==> config.mk <==
export PLATFORM = sky130hd
export DESIGN_NAME = mips_mem_arbiter
export DESIGN_NICKNAME = d
export VERILOG_FILES = /design/src/rtl/mips_mem_arbiter.sv
export SDC_FILE = /design/constraint.sdc
export NUM_CORES = 1
export LEC_CHECK = 0
export ABC_CLOCK_PERIOD_IN_PS = 1800
export CAP_MARGIN = 30
export CELL_PAD_IN_SITES_DETAIL_PLACEMENT = 1
export CELL_PAD_IN_SITES_GLOBAL_PLACEMENT = 2
export CORE_ASPECT_RATIO = 1.1
export CORE_MARGIN = 3
export CORE_UTILIZATION = 23
export DETAILED_ROUTE_END_ITERATION = 6
export PLACE_DENSITY = 0.84
export SLEW_MARGIN = 20
export SYNTH_ARGS = -nofsm -noshare
export SYNTH_HDL_FRONTEND = slang
export SYNTH_SLANG_ARGS = --single-unit
==> constraint.sdc <==
create_clock -name clock -period 1.8 [get_ports clock]
set_input_delay 0.36 -clock clock [delete_from_list [all_inputs] [get_ports clock]]
set_output_delay 0.36 -clock clock [all_outputs]
set_load 0.01 [all_outputs]
==> src/rtl/mips_mem_arbiter.sv <==
// Memory-port arbiter for SimpleMIPS_CPU: shares one single-ported memory
// between instruction fetch and load/store. Data normally wins a contended
// grant; fetch is forced through after STARVE_LIMIT consecutive contended
// data grants. A stalled memory is aborted after TIMEOUT cycles in WAIT and
// flagged on a sticky error bit.
module mips_mem_arbiter #(
  parameter int AW           = 16,
  parameter int DW           = 16,
  parameter int STARVE_LIMIT = 2,
  parameter int TIMEOUT      = 8
) (
  input  logic          clock,
  input  logic          resetn,
  input  logic          if_req,
  input  logic [AW-1:0] if_addr,
  output logic [DW-1:0] if_rdata,
  output logic          if_ack,
  input  logic          d_req,
  input  logic          d_we,
  input  logic [AW-1:0] d_addr,
  input  logic [DW-1:0] d_wdata,
  output logic [DW-1:0] d_rdata,
  output logic          d_ack,
  output logic          mem_req,
  output logic          mem_we,
  output logic [AW-1:0] mem_addr,
  output logic [DW-1:0] mem_wdata,
  input  logic [DW-1:0] mem_rdata,
  input  logic          mem_ready,
  output logic          busy,
  output logic          owner,
  output logic          err
);

  localparam int SW = (STARVE_LIMIT > 0) ? $clog2(STARVE_LIMIT + 1) : 1;
  localparam int TW = (TIMEOUT > 1) ? $clog2(TIMEOUT) : 1;
  localparam logic [SW-1:0] STARVE_MAX = SW'(STARVE_LIMIT);
  localparam logic [TW-1:0] TO_LAST    = TW'(TIMEOUT - 1);

  typedef enum logic [1:0] {
    ST_IDLE = 2'd0,
    ST_WAIT = 2'd1,
    ST_RESP = 2'd2
  } state_t;

  state_t        r_state;
  state_t        w_state_nxt;
  logic [SW-1:0] r_starve_cnt;
  logic [SW-1:0] w_starve_nxt;
  logic [TW-1:0] r_to_cnt;
  logic          w_grant;
  logic          w_pick_data;
  logic          w_timeout;
  logic          r_owner;
  logic          r_mem_we;
  logic [AW-1:0] r_mem_addr;
  logic [DW-1:0] r_mem_wdata;
  logic [DW-1:0] r_if_rdata;
  logic [DW-1:0] r_d_rdata;
  logic          r_err;

  // Memory gave up: last allowed WAIT cycle passed without a ready strobe.
  assign w_timeout = (r_state == ST_WAIT) && !mem_ready && (r_to_cnt == TO_LAST);

  // Next-state, grant decision and starvation bookkeeping.
  always_comb begin
    // NOTE: every signal gets a default first so no path leaves it unassigned
    // and no latch is inferred.
    w_state_nxt  = r_state;
    w_grant      = 1'b0;
    w_pick_data  = 1'b0;
    w_starve_nxt = r_starve_cnt;
    case (r_state)
      ST_IDLE: begin
        if (if_req && d_req) begin
          w_grant = 1'b1;
          if (r_starve_cnt < STARVE_MAX) begin
            w_pick_data  = 1'b1;
            w_starve_nxt = r_starve_cnt + 1'b1;
          end else begin
            w_starve_nxt = '0;
          end
        end else if (d_req) begin
          // Uncontended data grant does not count toward fetch starvation.
          w_grant     = 1'b1;
          w_pick_data = 1'b1;
        end else if (if_req) begin
          w_grant      = 1'b1;
          w_starve_nxt = '0;
        end
        if (w_grant) w_state_nxt = ST_WAIT;
      end
      ST_WAIT: begin
        if (mem_ready || w_timeout) w_state_nxt = ST_RESP;
      end
      ST_RESP: w_state_nxt = ST_IDLE;
      default: w_state_nxt = ST_IDLE;
    endcase
  end

  // State and starvation counter registers.
  always_ff @(posedge clock) begin
    // NOTE: sequential state uses non-blocking assignments so every register
    // samples pre-edge values regardless of block ordering.
    if (!resetn) begin
      r_state      <= ST_IDLE;
      r_starve_cnt <= '0;
    end else begin
      r_state      <= w_state_nxt;
      r_starve_cnt <= w_starve_nxt;
    end
  end

  // Latch the winner's request into the memory-side registers on grant.
  always_ff @(posedge clock) begin
    if (!resetn) begin
      r_owner     <= 1'b0;
      r_mem_we    <= 1'b0;
      r_mem_addr  <= '0;
      r_mem_wdata <= '0;
    end else if (w_grant) begin
      r_owner     <= w_pick_data;
      r_mem_we    <= w_pick_data & d_we;
      r_mem_addr  <= w_pick_data ? d_addr : if_addr;
      r_mem_wdata <= w_pick_data ? d_wdata : '0;
    end
  end

  // WAIT-cycle timeout counter and sticky error flag.
  always_ff @(posedge clock) begin
    if (!resetn) begin
      r_to_cnt <= '0;
      r_err    <= 1'b0;
    end else begin
      if (w_grant) begin
        r_to_cnt <= '0;
      end else if ((r_state == ST_WAIT) && !mem_ready && (r_to_cnt != TO_LAST)) begin
        r_to_cnt <= r_to_cnt + 1'b1;
      end
      if (w_timeout) r_err <= 1'b1;
    end
  end

  // Capture read data on completion; stores never touch d_rdata.
  always_ff @(posedge clock) begin
    if (!resetn) begin
      r_if_rdata <= '0;
      r_d_rdata  <= '0;
    end else if ((r_state == ST_WAIT) && mem_ready) begin
      if (!r_owner)       r_if_rdata <= mem_rdata;
      else if (!r_mem_we) r_d_rdata  <= mem_rdata;
    end
  end

  assign mem_req   = (r_state == ST_WAIT);
  assign mem_we    = r_mem_we;
  assign mem_addr  = r_mem_addr;
  assign mem_wdata = r_mem_wdata;
  assign busy      = (r_state == ST_WAIT) || (r_state == ST_RESP);
  assign if_ack    = (r_state == ST_RESP) && !r_owner;
  assign d_ack     = (r_state == ST_RESP) && r_owner;
  assign owner     = r_owner;
  assign err       = r_err;
  assign if_rdata  = r_if_rdata;
  assign d_rdata   = r_d_rdata;

endmodule

---- Yosys cells after proc, flatten, opt, wreduce, memory -nomap -nowiden ----
Cells that the tools add are included.
word-level totals
  register bits ........................... 74
  input port bits ......................... 70
  output and inout bits ................... 71
  word-level logic and storage cells ...... 60
operators by class
  $add $sub $neg .......................... 2
  magnitude comparators ................... 1
  equal/unequal tests ..................... 7
  mux-type cells .......................... 18
  bitwise operators ....................... 4
  reduce and logical (&&, ||, !) cells .... 18
operators with widths
  kind                                                    number
  2-to-1 mux 16 bit                                       2
  2-to-1 mux 2 bit                                        6
  2-to-1 mux 1 bit                                        9
  logical AND 1 bit                                       7
  inequality test 2 x 1 -> 1 bit (second input constant)  3
  AND reduction 3 bit                                     2
  case mux 2 bit (2 select lines)                         1
  AND reduction 2 bit                                     2
  adder 3 x 1 -> 3 bit (second input constant)            1
  == test 3 bit (second input constant)                   1
  inequality test 3 bit (second input constant)           1
  NOT 1 bit                                               3
  adder 2 x 1 -> 2 bit (second input constant)            1
  == test 2 x 1 -> 1 bit (second input constant)          1
  == test 2 bit (second input constant)                   1
  logical NOT 1 bit                                       2
  logical NOT 2 bit                                       1
  logical OR 1 bit                                        2
  less-than comparator 2 bit (second input constant)      1
  nonzero test 2 bit                                      1
  OR reduction 2 bit                                      1
  AND 1 bit                                               1

---- Longest topological paths before layout ----
Gate-level depths: netlist of run 1.
  word-level depth ........................ 6
  depth in mapped cells ................... 9

---- Least setup slack after synthesis of run 1 ----
Ideal clock, no wire load.
  kind .................................... reg-to-reg
  from .................................... register r_state[1]
  to ...................................... register r_if_rdata[10], in the netlist if_rdata[10]
  setup time .............................. 122 ps
  arrival ................................. 1396 ps
  data required time ...................... 1678 ps
  slack ................................... 282 ps
  cell stages (with the launch flop) ...... 9
  path buffers ............................ 2
  clock period less this slack ............ 1518 ps
  path through ............................ dfxtp_1 > inv_1 > ha_1 > nand2_2 > or2_1 > clkbuf_2 > buf_4 > nand2_1 > a21boi_0
on the way
  cells in the longest elaborated chain, start to end .. 3
RTL lines
  what                           RTL line  source
  start: declaration             46        state_t r_state;
  start signal: assignment       109       r_state <= w_state_nxt;
  == test 2 x 1 -> 1 bit         n/a
  via mem_req                    24        output logic mem_req,
  logical AND 1 bit              149       end else if ((r_state == ST_WAIT) && mem_ready) begin
  AND reduction 2 bit (no line)  n/a
  end signal: assignment         150       if (!r_owner) r_if_rdata <= mem_rdata;
  end: declaration               58        logic [DW-1:0] r_if_rdata;
The timed path passes the listed nets, and every way through them passes these cells.
A chain may end at the register's enable or synchronous reset.

---- Worst setup path in the final report of run 1 ----
  from .................................... register r_state[0]
  to ...................................... output port busy
on the way
  cells in the longest elaborated chain, start to end .. 2
  elaborated cells between the ends (all ways) .. 3
  those cells by class .................... eq/ne: 2; reduce/logical: 1
RTL lines
  what                                                     RTL line  source
  == test 2 x 1 -> 1 bit or == test 2 bit (tied branches)  159       assign busy = (r_state == ST_WAIT) || (r_state == ST_RESP);
  logical OR 1 bit (*)                                     159
  end: declaration                                         30        output logic busy,
Every way passes the cells marked *; elsewhere a longest branch is shown, timed or not.

==> run summary, run 1 <==
Setup violators final: 0
Synth Cell Area: 2885 um^2
P per Cell Area: 949.8 nW/um^2
Critical Path RT: 1.44 ns
Most instantiated cells after synthesis: 83 x nand2_1, 74 x dfxtp_1, 20 x a21boi_0
GP Congestion: 0.7028
Total Power: 4.610 mW
Hold Path Class: reg -> reg
Max Clk Rate: 0.5866 GHz
EDFF count, synth: 0
H-tree depth: 3
Antenna-violating nets left: 0
Slew Limit Fails: 0
Top Layer Used: met4
Slew headroom: 58.88%
Synth top area cells: dfxtp_1 51%, nand2_1 11%, mux2i_1 6.6%, a21boi_0 5.2%, a22o_1 5.2%
DR iter-0 viols: 69
Ys async rst share: 0%
DIE AREA: 13,930 um^2
Worst path slowest cell: dfxtp_4
Detail Placement HPWL: 6.674 mm
Area Growth Syn to Fin: 68.21%
Yosys top cell area share: 51.34%
PortBufs: 140
Number of remaining DRC errors: 0
Final min period: 1.705 ns
Final WL: 8.664 mm
Status: finished, final reports clean
Cts bufs inserted: 9
Via density per instance: 4.414
Synth warn: 0
Layout cells sized above 1: 9.071%
Register clock-pin slew on the reported worst setup and hold paths: 0.06 ns
Placed insts: 590
Prevailing post-synth register cell: dfxtp_1
# rows: 42
CP cell instances: inv_1 -> ha_1 -> dlygate4sd2_1
Max_cap viols: 0
Critical Path Fanout Max: 3
# nets final: 523
Vias in the first global route: 2,866
CTS root buffer: clkbuf_16
Util after Layout: 39.98%
# IOs: 141
CTS tree: yes
Initial Util: 23.77%
Worst-skew pair later-pin latency: 0.33 ns
Via Count: 2,675
Die width: 112.8 um
Synth area leader: dfxtp_1
Met2 Routed Length: 4.182 mm
Final worst slack: 0.09515 ns
Post-Place Setup Slack: -0.06964 ns
# hold bufs at CTS: 0
N_diodes: 0
Sequential area share after synthesis: 51.34%
Die H: 123.5 um
Leakage: 1.845 nW
Crit Path Class: reg -> out
Buffer count from post-CTS setup fixing: 0
First-pass GRT wire length: 14.16 mm
Top-count cell post-synth: nand2_1
Routed wl met3: 772 um
CP Launch Type: flop
All-Layer GR Usage: 12.80%
CP peak stage delay: 0.36 ns
Worst setup EP type: output port
Hold Violations, Final: 0
RSZ-0062 raised after global routing: false
Core box area: 12,140 um^2
Hold WS: 0.4478 ns
Worst-Margin Slew: 0.6168 ns
Drt pass-1 iters: 4
Initial antenna violation count: 0
Syn_nets: 375
Largest net degree at the start of global routing: 35
Crit path DAT: 1.34 ns
Final std cells w/o fill: 606
Worst VDD drop: 464.8 uV
Post-Synthesis Cells: 299
Clk sink count: 74
Yosys reg bits: 74
Total congestion overflow: 0
Wl on met1: 3.596 mm
Avg Cell Area, Syn: 9.650 um^2
Wire per inst: 14.30 um
Period utilization: 94.71%
Clock Tree Buf Depth: 2
Count of different cell masters after synthesis: 36
Clock Skews: 0.004944 ns
## cells by family after synthesis
logic type	synth area share, %
DFF	51.34
muxes	6.591
AOI/OAI and AO/OA	18.26
and+or+nand+nor	16.39
xor gates and xnor gates	0.3036
adders and majority gates	2.602
buffers and inverters	4.510
## path summary, 6_finish.rpt
check                           start                         to  slack [ns]  cells after the start
min          mem_addr[8]$_SDFFE_PN0P_   mem_addr[8]$_SDFFE_PN0P_        0.45                      2
max           r_state[0]$_SDFFE_PN0P_                       busy         0.1                      3
min reg2reg  mem_addr[8]$_SDFFE_PN0P_   mem_addr[8]$_SDFFE_PN0P_        0.45                      2
max reg2reg   r_state[0]$_SDFFE_PN0P_  mem_wdata[9]$_SDFFE_PN0P_        0.21                      4
## per-stage QoR
stage,TNS [ns],cell area [um^2]
2_1_floorplan,0,2885
3_5_place_dp,-0.8723,4544
5_1_grt,0,4853
6_report,0,4853
3_3_place_gp,0,4544
4_1_cts,0,4862
## sequential cells by signal, summed over array words and instances, names as in the netlist
signal,cells
d_rdata,16
if_rdata,16
mem_addr,16
mem_wdata,16
r_to_cnt,3
r_starve_cnt,2
r_state,2
err,1
mem_we,1
owner,1
## what timing repair did
action                                  in CTS  in global routing
gates resized for setup                     10                  3
gates cloned                                 0                  0
hold endpoints to repair                     0                  0
endpoints found under the setup margin       4                  2
## power by group
part	switching, mW	total, mW	internal (mW)
Clock	0.691	1.80	1.11
Sequential	0.0759	1.85	1.77
Combinational	0.407	0.963	0.555
## placed cells by master, fill, tap and decap left out, drive strengths merged
master	instances
clkinvlp	3
nand3	2
dfxtp	74
clkdlybuf4s50	136
clkbuf	12
a21boi	32
a21o	1
mux2i	19
xnor2	1
o21ai	18
o21a	1
nor2b	4
nand2	84
a22o	17
o211a	1
o211ai	1
nor3b	3
clkinv	2
or2	1
bufinv	1
inv	2
dlygate4sd2	2
and3b	1
nand4b	1
buf	15
and4	1
a21oi	3
nor3	1
ha	6
and2	2
nor2	5
## cell type report
| type | instances | area [um^2] |
|---|---|---|
| Fill cell | 1402 | 7286 |
| Sequential cell | 74 | 1485 |
| Multi-Input combinational cell | 205 | 1286 |
| Inverter | 2 | 7.507 |
| Clock inverter | 6 | 66.31 |
| Clock buffer | 10 | 239.0 |
| Tap cell | 154 | 192.7 |
| Timing Repair Buffer | 155 | 1577 |
## critical path, delay by kind of cell (launching register included)
kind,cells,cell delay [ns]
buffers and inverters,2,0.37
adders and majority gates,1,0.29
DFF,1,0.36
## per-layer routing
layer	vias to the layer above	GRT usage, %
met4	0	5.184
met3	9	4.699
met2	103	21.70
li1	1313	-
met1	1250	14.64
met5	-	0
Note: power is estimated with default switching activity, not from simulation.
==> inputs of run 2 (changes only) <==
PLACE_DENSITY = default   (was 0.84)
PLACE_DENSITY_LB_ADDON = 0.1   (was default)
==> run summary, run 2 (synthesis results as in run 1) <==
Status: finished, final reports clean
CP Buf/Inv Count: 2 (unchanged)
Cts bufs inserted: 9 (unchanged)
Top Usage Layer GRT: met2
# nets final: 525 (+0.38%)
CP peak stage delay: 0.36 ns (about the same)
Crit path DAT: 1.38 ns (+0.04 ns)
GP Congestion: 0.7296 (+3.8%)
Clk sink count: 74 (unchanged)
PortBufs: 140 (unchanged)
Worst path top cell family by delay: flip-flops
RSZ-0062 raised after global routing: false
Antenna-violating nets left: 0 (unchanged)
All-Layer GR Usage: 13.01% (+0.21 points)
Worst path slowest cell: dfxtp_4
Power Internal: 3.451 mW (+0.43%)
Worst VDD drop: 399.0 uV (-14%)
Post-Place Setup Slack: -0.08202 ns (-0.01238 ns)
Gate power share: 21.1% (+0.2 points)
Via Count: 2,622 (-2.0%)
N_diodes: 0 (unchanged)
First-pass GRT wire length: 14.01 mm (-1.1%)
Hold Path Class: reg -> reg
Sw Ratio: 25.12% (-0.35 points)
Total Power: 4.609 mW (about the same)
GR met3 Demand/Resource: 6.070% (+1.4 points)
Worst-Margin Slew: 0.6466 ns (+0.02983 ns)
Clock Power Share: 38.8% (-0.3 points)
Clock Tree Buf Depth: 2 (unchanged)
Final WL: 8.963 mm (+3.5%)
Register clock-pin slew on the reported worst setup and hold paths: 0.06 ns (about the same)
Final worst slack: 0.06336 ns (-0.03179 ns)
Via density per instance: 4.313 (-2.3%)
Sw power: 1.158 mW (-1.4%)
CP cell instances: inv_1 -> ha_1 -> nor2b_1 -> dlygate4sd2_1
Met2 usage: 20.78% (-0.93 points)
Hold WS: 0.4514 ns (+0.003601 ns)
Worst-skew pair later-pin latency: 0.33 ns (about the same)
Area Growth Syn to Fin: 68.13% (about the same)
Crit Path Class: reg -> out
Largest net degree at the start of global routing: 31 (-11%)
Leakage: 1.863 nW (+0.99%)
# hold bufs at CTS: 0 (unchanged)
H-tree depth: 3 (unchanged)
Initial Util: 23.77% (unchanged)
M1 GR Usage: 14.62% (-0.018 points)
Hold Violations, Final: 0 (unchanged)
Slew Limit Fails: 0 (unchanged)
Max Clk Rate: 0.5758 GHz (-1.8%)
Setup violators final: 0 (unchanged)
DIE AREA: 13,930 um^2 (unchanged)
Final min period: 1.737 ns (+0.03179 ns)
Placed insts: 591 (+0.17%)
Number of remaining DRC errors: 0 (unchanged)
Clock Skews: 0.003659 ns (-0.001285 ns)
Detail Placement HPWL: 6.679 mm (about the same)
Part of the power in registers: 40.2% (about the same)
Critical Path RT: 1.44 ns (about the same)
Setup TNS: 0 ns (unchanged)
P per Cell Area: 950.0 nW/um^2 (about the same)
Initial antenna violation count: 0 (unchanged)
Die width: 112.8 um (unchanged)
Vias in the first global route: 2,694 (-6.0%)
# IOs: 141 (unchanged)
Worst setup EP type: output port
Commonest non-fill, non-tap cell in the layout: clkdlybuf4s50_1
Most frequent cells in the layout: 136 x clkdlybuf4s50_1, 83 x nand2_1, 72 x dfxtp_1
CTS root buffer: clkbuf_16
Die H: 123.5 um (unchanged)
Critical Path Fanout Max: 3 (unchanged)
CP Launch Type: flop
Wire per inst: 14.74 um (+3.1%)
Core box area: 12,140 um^2 (unchanged)
Fillers: 1,396 (-0.43%)
Final std cells w/o fill: 608 (+0.33%)
DR iter-0 viols: 43 (-38%)
CTS tree: yes
# rows: 42 (unchanged)
Layout cells sized above 1: 9.031% (-0.040 points)
Max_cap viols: 0 (unchanged)
Total congestion overflow: 0 (unchanged)
Slew headroom: 56.89% (-2.0 points)
Period utilization: 96.48% (+1.8 points)
Drt pass-1 iters: 3 (-1)
[run 2: cell types whose count changed in the layout (fill, tap and decap cells not counted), moves of 2 or more]
cell	previous run	this run
buf_4	9	13
clkbuf_8	1	5
clkinvlp_4	3	0
buf_12	6	4
clkbuf_2	2	0
[run 2: worst paths after layout]
path         slack, ns                        end  depth (start not counted)                 startpoint
max reg2reg       0.21  mem_wdata[7]$_SDFFE_PN0P_                          4    r_state[0]$_SDFFE_PN0P_
min               0.45  mem_addr[11]$_SDFFE_PN0P_                          2  mem_addr[11]$_SDFFE_PN0P_
max               0.06                     if_ack                          4    r_state[0]$_SDFFE_PN0P_
min reg2reg       0.45  mem_addr[11]$_SDFFE_PN0P_                          2  mem_addr[11]$_SDFFE_PN0P_
[run 2: final cells by class]
type                    count  area, um^2  area share [%]
inverters                   2       7.507          0.1548
flip-flops and latches     74        1486           30.64
clock buffers              15       297.8           6.139
repair buffers            157        1575           32.47
multi-input cells         205        1286           26.52
clock inverters             1       5.005          0.1032
well taps                 154       192.7           3.972
[run 2: worst min-delay path, cell delays in order, from the launching register on]
cell and delay, ns:
dfxtp_1 0.32, nand2_1 0.04, o21ai_0 0.05
[run 2: power by group through the flow]
stage	sequential (mW)	combinational (mW)	clock, mW
after CTS	1.86	0.987	1.85
after floorplan	1.93	0.361	0
after global routing	1.87	1.06	1.91
after detailed placement	1.88	0.988	0
after global placement	1.88	0.981	0
final	1.85	0.971	1.79
[run 2: metrics by stage]
step,area (um^2),utilization [%]
final,4851,39.96
after global routing,4851,39.96
after CTS,4840,39.87
after detailed placement,4527,37.29
after global placement,4527,37.29
after floorplan,2885,-
[run 2: routing by layer]
layer,up-vias,wire [um]
li1,1315,-
met1,1201,3803
met5,-,0
met2,94,4042
met4,0,183
met3,12,934
[run 2: what timing repair did]
item | in CTS | in global routing
buffers inserted | 0 | 1
endpoints found under the setup margin | 5 | 2
resized for setup | 9 | 2
